File: config.mk
export PLATFORM = sky130hd
export DESIGN_NAME = twiddle_seq_gen
export DESIGN_NICKNAME = d
export VERILOG_FILES = /design/src/rtl/mlkem_pkg.sv /design/src/rtl/barrett_reduce.sv /design/src/rtl/twiddle_seq_gen.sv
export SDC_FILE = /design/constraint.sdc
export NUM_CORES = 1
export LEC_CHECK = 0
export ABC_AREA = 1
export BUFFER_PORTS_ARGS = -buffer_cell sky130_fd_sc_hd__buf_2
export CELL_PAD_IN_SITES_DETAIL_PLACEMENT = 0
export CELL_PAD_IN_SITES_GLOBAL_PLACEMENT = 1
export CORE_MARGIN = 2
export CORE_UTILIZATION = 49
export DETAILED_ROUTE_END_ITERATION = 6
export PLACE_DENSITY_LB_ADDON = 0.05
export SLEW_MARGIN = 5
export SYNTH_ARGS = -nofsm -noshare
export SYNTH_HDL_FRONTEND = slang
export SYNTH_SLANG_ARGS = --single-unit
File: constraint.sdc
create_clock -name clock -period 11.2 [get_ports clock]
set_clock_uncertainty 0.1 [all_clocks]
set_input_delay 0 -clock clock [delete_from_list [all_inputs] [get_ports clock]]
set_output_delay 0 -clock clock [all_outputs]
set_load 0.01 [all_outputs]
File: src/rtl/mlkem_pkg.sv
// ML-KEM constants and the twiddle sequencer state type.
// Shared by the twiddle generator, the Barrett reducer and twofoldunit.
package mlkem_pkg;
    localparam int Q         = 3329;
    localparam int W         = 12;
    localparam int BARRETT_K = 24;
    localparam int BARRETT_M = 5039;
    localparam int PROD_W    = 24;
    localparam int MUL_W     = 37;

    typedef enum logic [1:0] {IDLE, EMIT, MUL, RED} state_t;
endpackage

File: src/rtl/barrett_reduce.sv
// Combinational Barrett reduction of a 24-bit product down to a residue in [0, Q).
// The quotient estimate can fall short by up to two, so two conditional subtractions follow.
module barrett_reduce
    import mlkem_pkg::*;
#(
    parameter int Q         = mlkem_pkg::Q,
    parameter int W         = mlkem_pkg::W,
    parameter int BARRETT_K = mlkem_pkg::BARRETT_K,
    parameter int BARRETT_M = mlkem_pkg::BARRETT_M
) (
    input  logic [PROD_W-1:0] prod,
    output logic [W-1:0]      r
);

    function automatic logic [PROD_W-1:0] csub(input logic [PROD_W-1:0] x);
        return (x >= PROD_W'(Q)) ? x - PROD_W'(Q) : x;
    endfunction

    logic [MUL_W-1:0]  prod_m;
    logic [MUL_W-1:0]  t;
    logic [PROD_W-1:0] tq;
    logic [PROD_W-1:0] r0;
    logic [PROD_W-1:0] r2;

    always_comb begin
        prod_m = MUL_W'(prod) * MUL_W'(BARRETT_M);
        t      = prod_m >> BARRETT_K;
        tq     = PROD_W'(t * MUL_W'(Q));
        r0     = prod - tq;
        r2     = csub(csub(r0));
        r      = W'(r2);
    end

endmodule

File: src/rtl/twiddle_seq_gen.sv
// Emits ZETA^k mod Q for k = 0..COUNT-1 over a valid/ready handshake,
// one modular multiply (MUL) and one Barrett reduction (RED) per twiddle.
module twiddle_seq_gen
    import mlkem_pkg::*;
#(
    parameter int Q         = mlkem_pkg::Q,
    parameter int ZETA      = 17,
    parameter int COUNT     = 128,
    parameter int W         = mlkem_pkg::W,
    parameter int BARRETT_K = mlkem_pkg::BARRETT_K,
    parameter int BARRETT_M = mlkem_pkg::BARRETT_M
) (
    input  logic         clock,
    input  logic         reset,
    input  logic         start,
    output logic         busy,
    output logic [W-1:0] w_out,
    output logic         w_valid,
    input  logic         w_ready,
    output logic [6:0]   w_idx,
    output logic         done
);

    state_t              state;
    state_t              state_nxt;
    logic                accept;
    logic                last_hs;
    logic [W-1:0]        acc_p0;
    logic [PROD_W-1:0]   prod_p1;
    logic [W-1:0]        red_p2;
    logic [6:0]          idx;

    always_ff @(posedge clock) begin
        if (reset) state <= IDLE;
        else       state <= state_nxt;
    end

    // A start that lands on the done cycle is dropped so a run cannot chain back-to-back.
    always_comb begin
        state_nxt = state;
        accept    = 1'b0;
        last_hs   = 1'b0;
        w_valid   = 1'b0;
        case (state)
            IDLE: begin
                if (start && !done) begin
                    accept    = 1'b1;
                    state_nxt = EMIT;
                end
            end
            EMIT: begin
                w_valid = 1'b1;
                if (w_ready) begin
                    if (idx == 7'(COUNT - 1)) begin
                        last_hs   = 1'b1;
                        state_nxt = IDLE;
                    end else begin
                        state_nxt = MUL;
                    end
                end
            end
            MUL:     state_nxt = RED;
            RED:     state_nxt = EMIT;
            default: state_nxt = IDLE;
        endcase
    end

    assign w_out = w_valid ? acc_p0 : '0;
    assign w_idx = idx;

    // Stage p0: running power acc and its exponent
    always_ff @(posedge clock) begin
        if (reset) begin
            acc_p0 <= W'(1);
            idx    <= '0;
            busy   <= 1'b0;
            done   <= 1'b0;
        end else begin
            done <= last_hs;
            if (accept) begin
                acc_p0 <= W'(1);
                idx    <= '0;
                busy   <= 1'b1;
            end
            if (last_hs) busy <= 1'b0;
            if (state == RED) begin
                acc_p0 <= red_p2;
                idx    <= idx + 7'd1;
            end
        end
    end

    // Stage p1: registered product acc * ZETA
    always_ff @(posedge clock) begin
        if (state == MUL) prod_p1 <= PROD_W'(acc_p0) * PROD_W'(ZETA);
    end

    // Stage p2: reduction of the product back into [0, Q)
    barrett_reduce #(
        .Q         (Q),
        .W         (W),
        .BARRETT_K (BARRETT_K),
        .BARRETT_M (BARRETT_M)
    ) u_barrett (
        .prod (prod_p1),
        .r    (red_p2)
    );

endmodule

==> results.py <==
metrics = {
    "outcome": {
        "status": "complete, but fails checks",
        "violations": "hold timing",
    },
    "yosys": {
        "netlist.area_leader.share": 0.212,
        "postSynthCellCount": 1226,
        "ys_types": 44,
        "synthAdderAreaFrac": 0.418,
        "synth_top_family_by_area": "adder cells",
        "synth_compound_area_frac": 0.0731,
        "synthMuxAreaShare": 0,
        "syn_nets": 1477,
        "synth_warnings": 0,
        "yosys.area_share.xor_xnor": 0.0328,
        "synthSimpleGateAreaFrac": 0.243,
        "seq_area_frac_synth": 0.107,
        "mappedNetlistArea_sq_um": 9070,
        "async_flop_share": 0,
        "synth_top_area_cell": "ha_1",
        "synth.area.top_cells": "ha_1, fa_1, inv_1",
        "postSynthAreaPerCell_sq_um": 7.40,
        "synth_seq_cells": 40,
        "synth_flop_cell": "dfxtp_1",
        "synth_edf_count": 17,
    },
    "floorplan": {
        "die_x_um": 140,
        "ioPinCount": 26,
        "start_util": 0.502,
        "die-area_sq_um": 19600,
        "dieHeight_um": 140,
        "rows": 49,
        "core_sq_um": 18100,
    },
    "layout": {
        "regArea_sq_um": 971,
        "fillers": 1878,
        "nets": 1509,
        "diodes": 0,
        "multiInputGateArea_sq_um": 6970,
        "syn_to_final_growth_pct": 6.40,
        "drive_gt1_frac": 0.0794,
    },
    "setup_path": {
        "critPathMostFrequentCell": "nand2_1",
        "r2r_start": "prod_p1[10]",
        "timing.rr.end": "acc_p0[9]",
        "end_kind": "register",
        "cp-start-kind": "register",
        "worst-setup-path-type": "register to register",
        "r2r_slack_ps": 830,
        "cpPeakStageDelay_ps": 720,
        "arrival_ps": 10490,
        "crit_path_top_delay_cell": "fa_1",
        "worstPathMaxFanout": 23,
        "worst_ep_required_time_ps": 11320,
        "r2r_cells": 45,
    },
    "grt": {
        "antenna_found_initial": 0,
        "grt_max_degree": 24,
        "grt_overflow": 0,
        "grt_pass1_vias": 7354,
        "grt_pass1_wl_um": 37400,
        "grtUsageTotal": 0.235,
    },
    "timing": {
        "max-slew-margin-rel": 0.469,
        "slew_viol_final": 0,
        "hold_violations": 1,
        "fmax_mhz": 96.4,
        "worst_pin_slew_ps": 796,
        "tns_ps": 0,
        "fin_crit_ps": 10370,
        "rsz0062_at_grt": "false",
        "fin_crit_sh": 0.926,
        "hold_ws_ps": -7.62,
        "setup_viol": 0,
    },
    "drt": {
        "drc": 0,
        "drt_wl_total_um": 21800,
        "wl_per_cell_um": 14.6,
        "vias_per_cell": 5.03,
        "drtPass1Iterations": 5,
        "vias": 7482,
        "ant_nets": 0,
        "drtIter0Drc": 390,
    },
    "clock_network": {
        "cts-htree-levels": 2,
        "clock-sinks": 40,
        "clk_path_buf_depth": 2,
        "root_buffer": "clkbuf_16",
        "path_clk_slew_ps": 60,
        "insertion_delay_ps": 280,
        "tritoncts": "built",
        "cts_buffers": 5,
    },
    "worst_hold_path": {
        "hold_path_depth": 2,
        "min_path_type": "input pin to register",
        "worstHoldStart": "reset",
        "min_to": "done",
    },
    "flow_run": {
        "maxCapViolCount": 0,
    },
    "placed_design": {
        "dp_hpwl_um": 18800,
        "io_buffers": 25,
        "gp_congestion": 0.853,
    },
}
metrics by stage:
stage / util / instances / setup slack, ps / hold slack (ps) / cell area, sq um
2_1_floorplan: - / 1226 / 2110 / 60.9 / 9070
3_3_place_gp: 0.521 / 1471 / 475 / 193 / 9430
3_5_place_dp: 0.521 / 1471 / 510 / 196 / 9430
4_1_cts: 0.530 / 1480 / 440 / 7.75 / 9580
5_1_grt: 0.534 / 1488 / 5.69 / 43.1 / 9650
6_report: 0.534 / 1488 / 826 / -7.62 / 9650
worst max-delay path, delay by kind of cell (launching register included):
family	cells	cell delay (ps)
fa+ha+maj	11	4860
buf+inv	5	220
simple gates	20	2310
xor+xnor	1	310
compound gates	8	1870
flops	1	600
state kept, by name, summed over array words and instances, names as in the netlist:
signal,cells
w_idx,7
acc_p0,12
state,2
busy,1
prod_p1,17
done,1
routing by layer:
metal / track usage / up-vias / share of wire
li1: - / 3898 / -
met1: 0.364 / 3464 / 0.53
met2: 0.370 / 113 / 0.43
met3: 0.0215 / 7 / 0.032
met4: 0.0245 / 0 / 0.0052
met5: 0 / - / 0
worst max path at each step:
stage                           start    endpoint  slack [ps]  cells after the start
after CTS                  prod_p1[7]  acc_p0[10]         440                     44
after global routing      prod_p1[10]  acc_p0[11]           6                     45
final                     prod_p1[10]   acc_p0[9]         830                     45
after floorplan            prod_p1[7]   acc_p0[0]        2110                     45
after detailed placement   prod_p1[7]   acc_p0[9]         510                     44
after global placement     prod_p1[7]  acc_p0[11]         480                     41
cells in the final DEF, fill, tap and decap left out, types with 2 or more instances in the layout:
cell type  synthesis  routed
buf_4              2      10
nor2_2             7       7
clkbuf_16          0       5
inv_1            277     277
nor3_1             7       7
buf_2              2      25
nand3b_1           3       3
clkinv_2           0       2
inv_2              8       8
dfxtp_1           23      23
nand2_4            3       3
nor2_4             4       4
ha_1             154     154
o21bai_1           3       3
o21ai_0           23      23
nand3_1           92      92
nand2_2           15      15
nor2_1            64      64
edfxtp_1          17      17
fa_1              93      93
a211oi_1           6       6
nand4_1           14      14
nand3_2            7       7
xnor2_1            5       5
xor2_1            29      28
o21ai_1            2       2
o21ai_2            4       4
and2_1             2       2
a21oi_1           54      54
a21boi_0           4       4
nand2_1          277     277
a21oi_2            6       6
repair_timing:
action | CTS | global route
buffers inserted | 0 | 8
endpoints found under the setup margin | 0 | 12
gates resized for setup | 0 | 2
hold endpoints to repair | 2 | 0
hold buffers | 1 | 0
kinds of logic (layout without fill, tap and decap cells):
| group | Yosys count | count (layout) |
|---|---|---|
| DFF | 40 | 40 |
| buffers and inverters | 297 | 330 |
| xor gates and xnor gates | 34 | 34 |
| adders and majority gates | 247 | 247 |
| and+or+nand+nor | 496 | 496 |
| AOI/OAI and AO/OA | 112 | 112 |
final cells by class:
cell class,count,share of cell area
inverter,286,0.111
timing repair buffer,36,0.0218
clock inverter,3,0.00194
tap,229,0.0297
sequential,40,0.101
multi-input combinational,889,0.722
clock buffer,5,0.0130
synth_stat cells (3+ instances only):
| library cell | count |
|---|---|
| a21boi_0 | 4 |
| nand4_1 | 14 |
| nand2_4 | 3 |
| o21ai_2 | 4 |
| buf_6 | 3 |
| fa_1 | 93 |
| nor2_4 | 4 |
| o21ai_0 | 23 |
| nor2_1 | 64 |
| a21oi_2 | 6 |
| xnor2_1 | 5 |
| dfxtp_1 | 23 |
| o21bai_1 | 3 |
| edfxtp_1 | 17 |
| a21oi_1 | 54 |
| nand3_1 | 92 |
| a211oi_1 | 6 |
| nor3_1 | 7 |
| nand2_1 | 277 |
| clkbuf_1 | 4 |
| nand3b_1 | 3 |
| nand2_2 | 15 |
| nand3_2 | 7 |
| xor2_1 | 29 |
| inv_2 | 8 |
| ha_1 | 154 |
| nor2_2 | 7 |
| inv_1 | 277 |
Power is not shown: default switching activity piles up to over one toggle a cycle in this logic, so the estimate is an artifact.
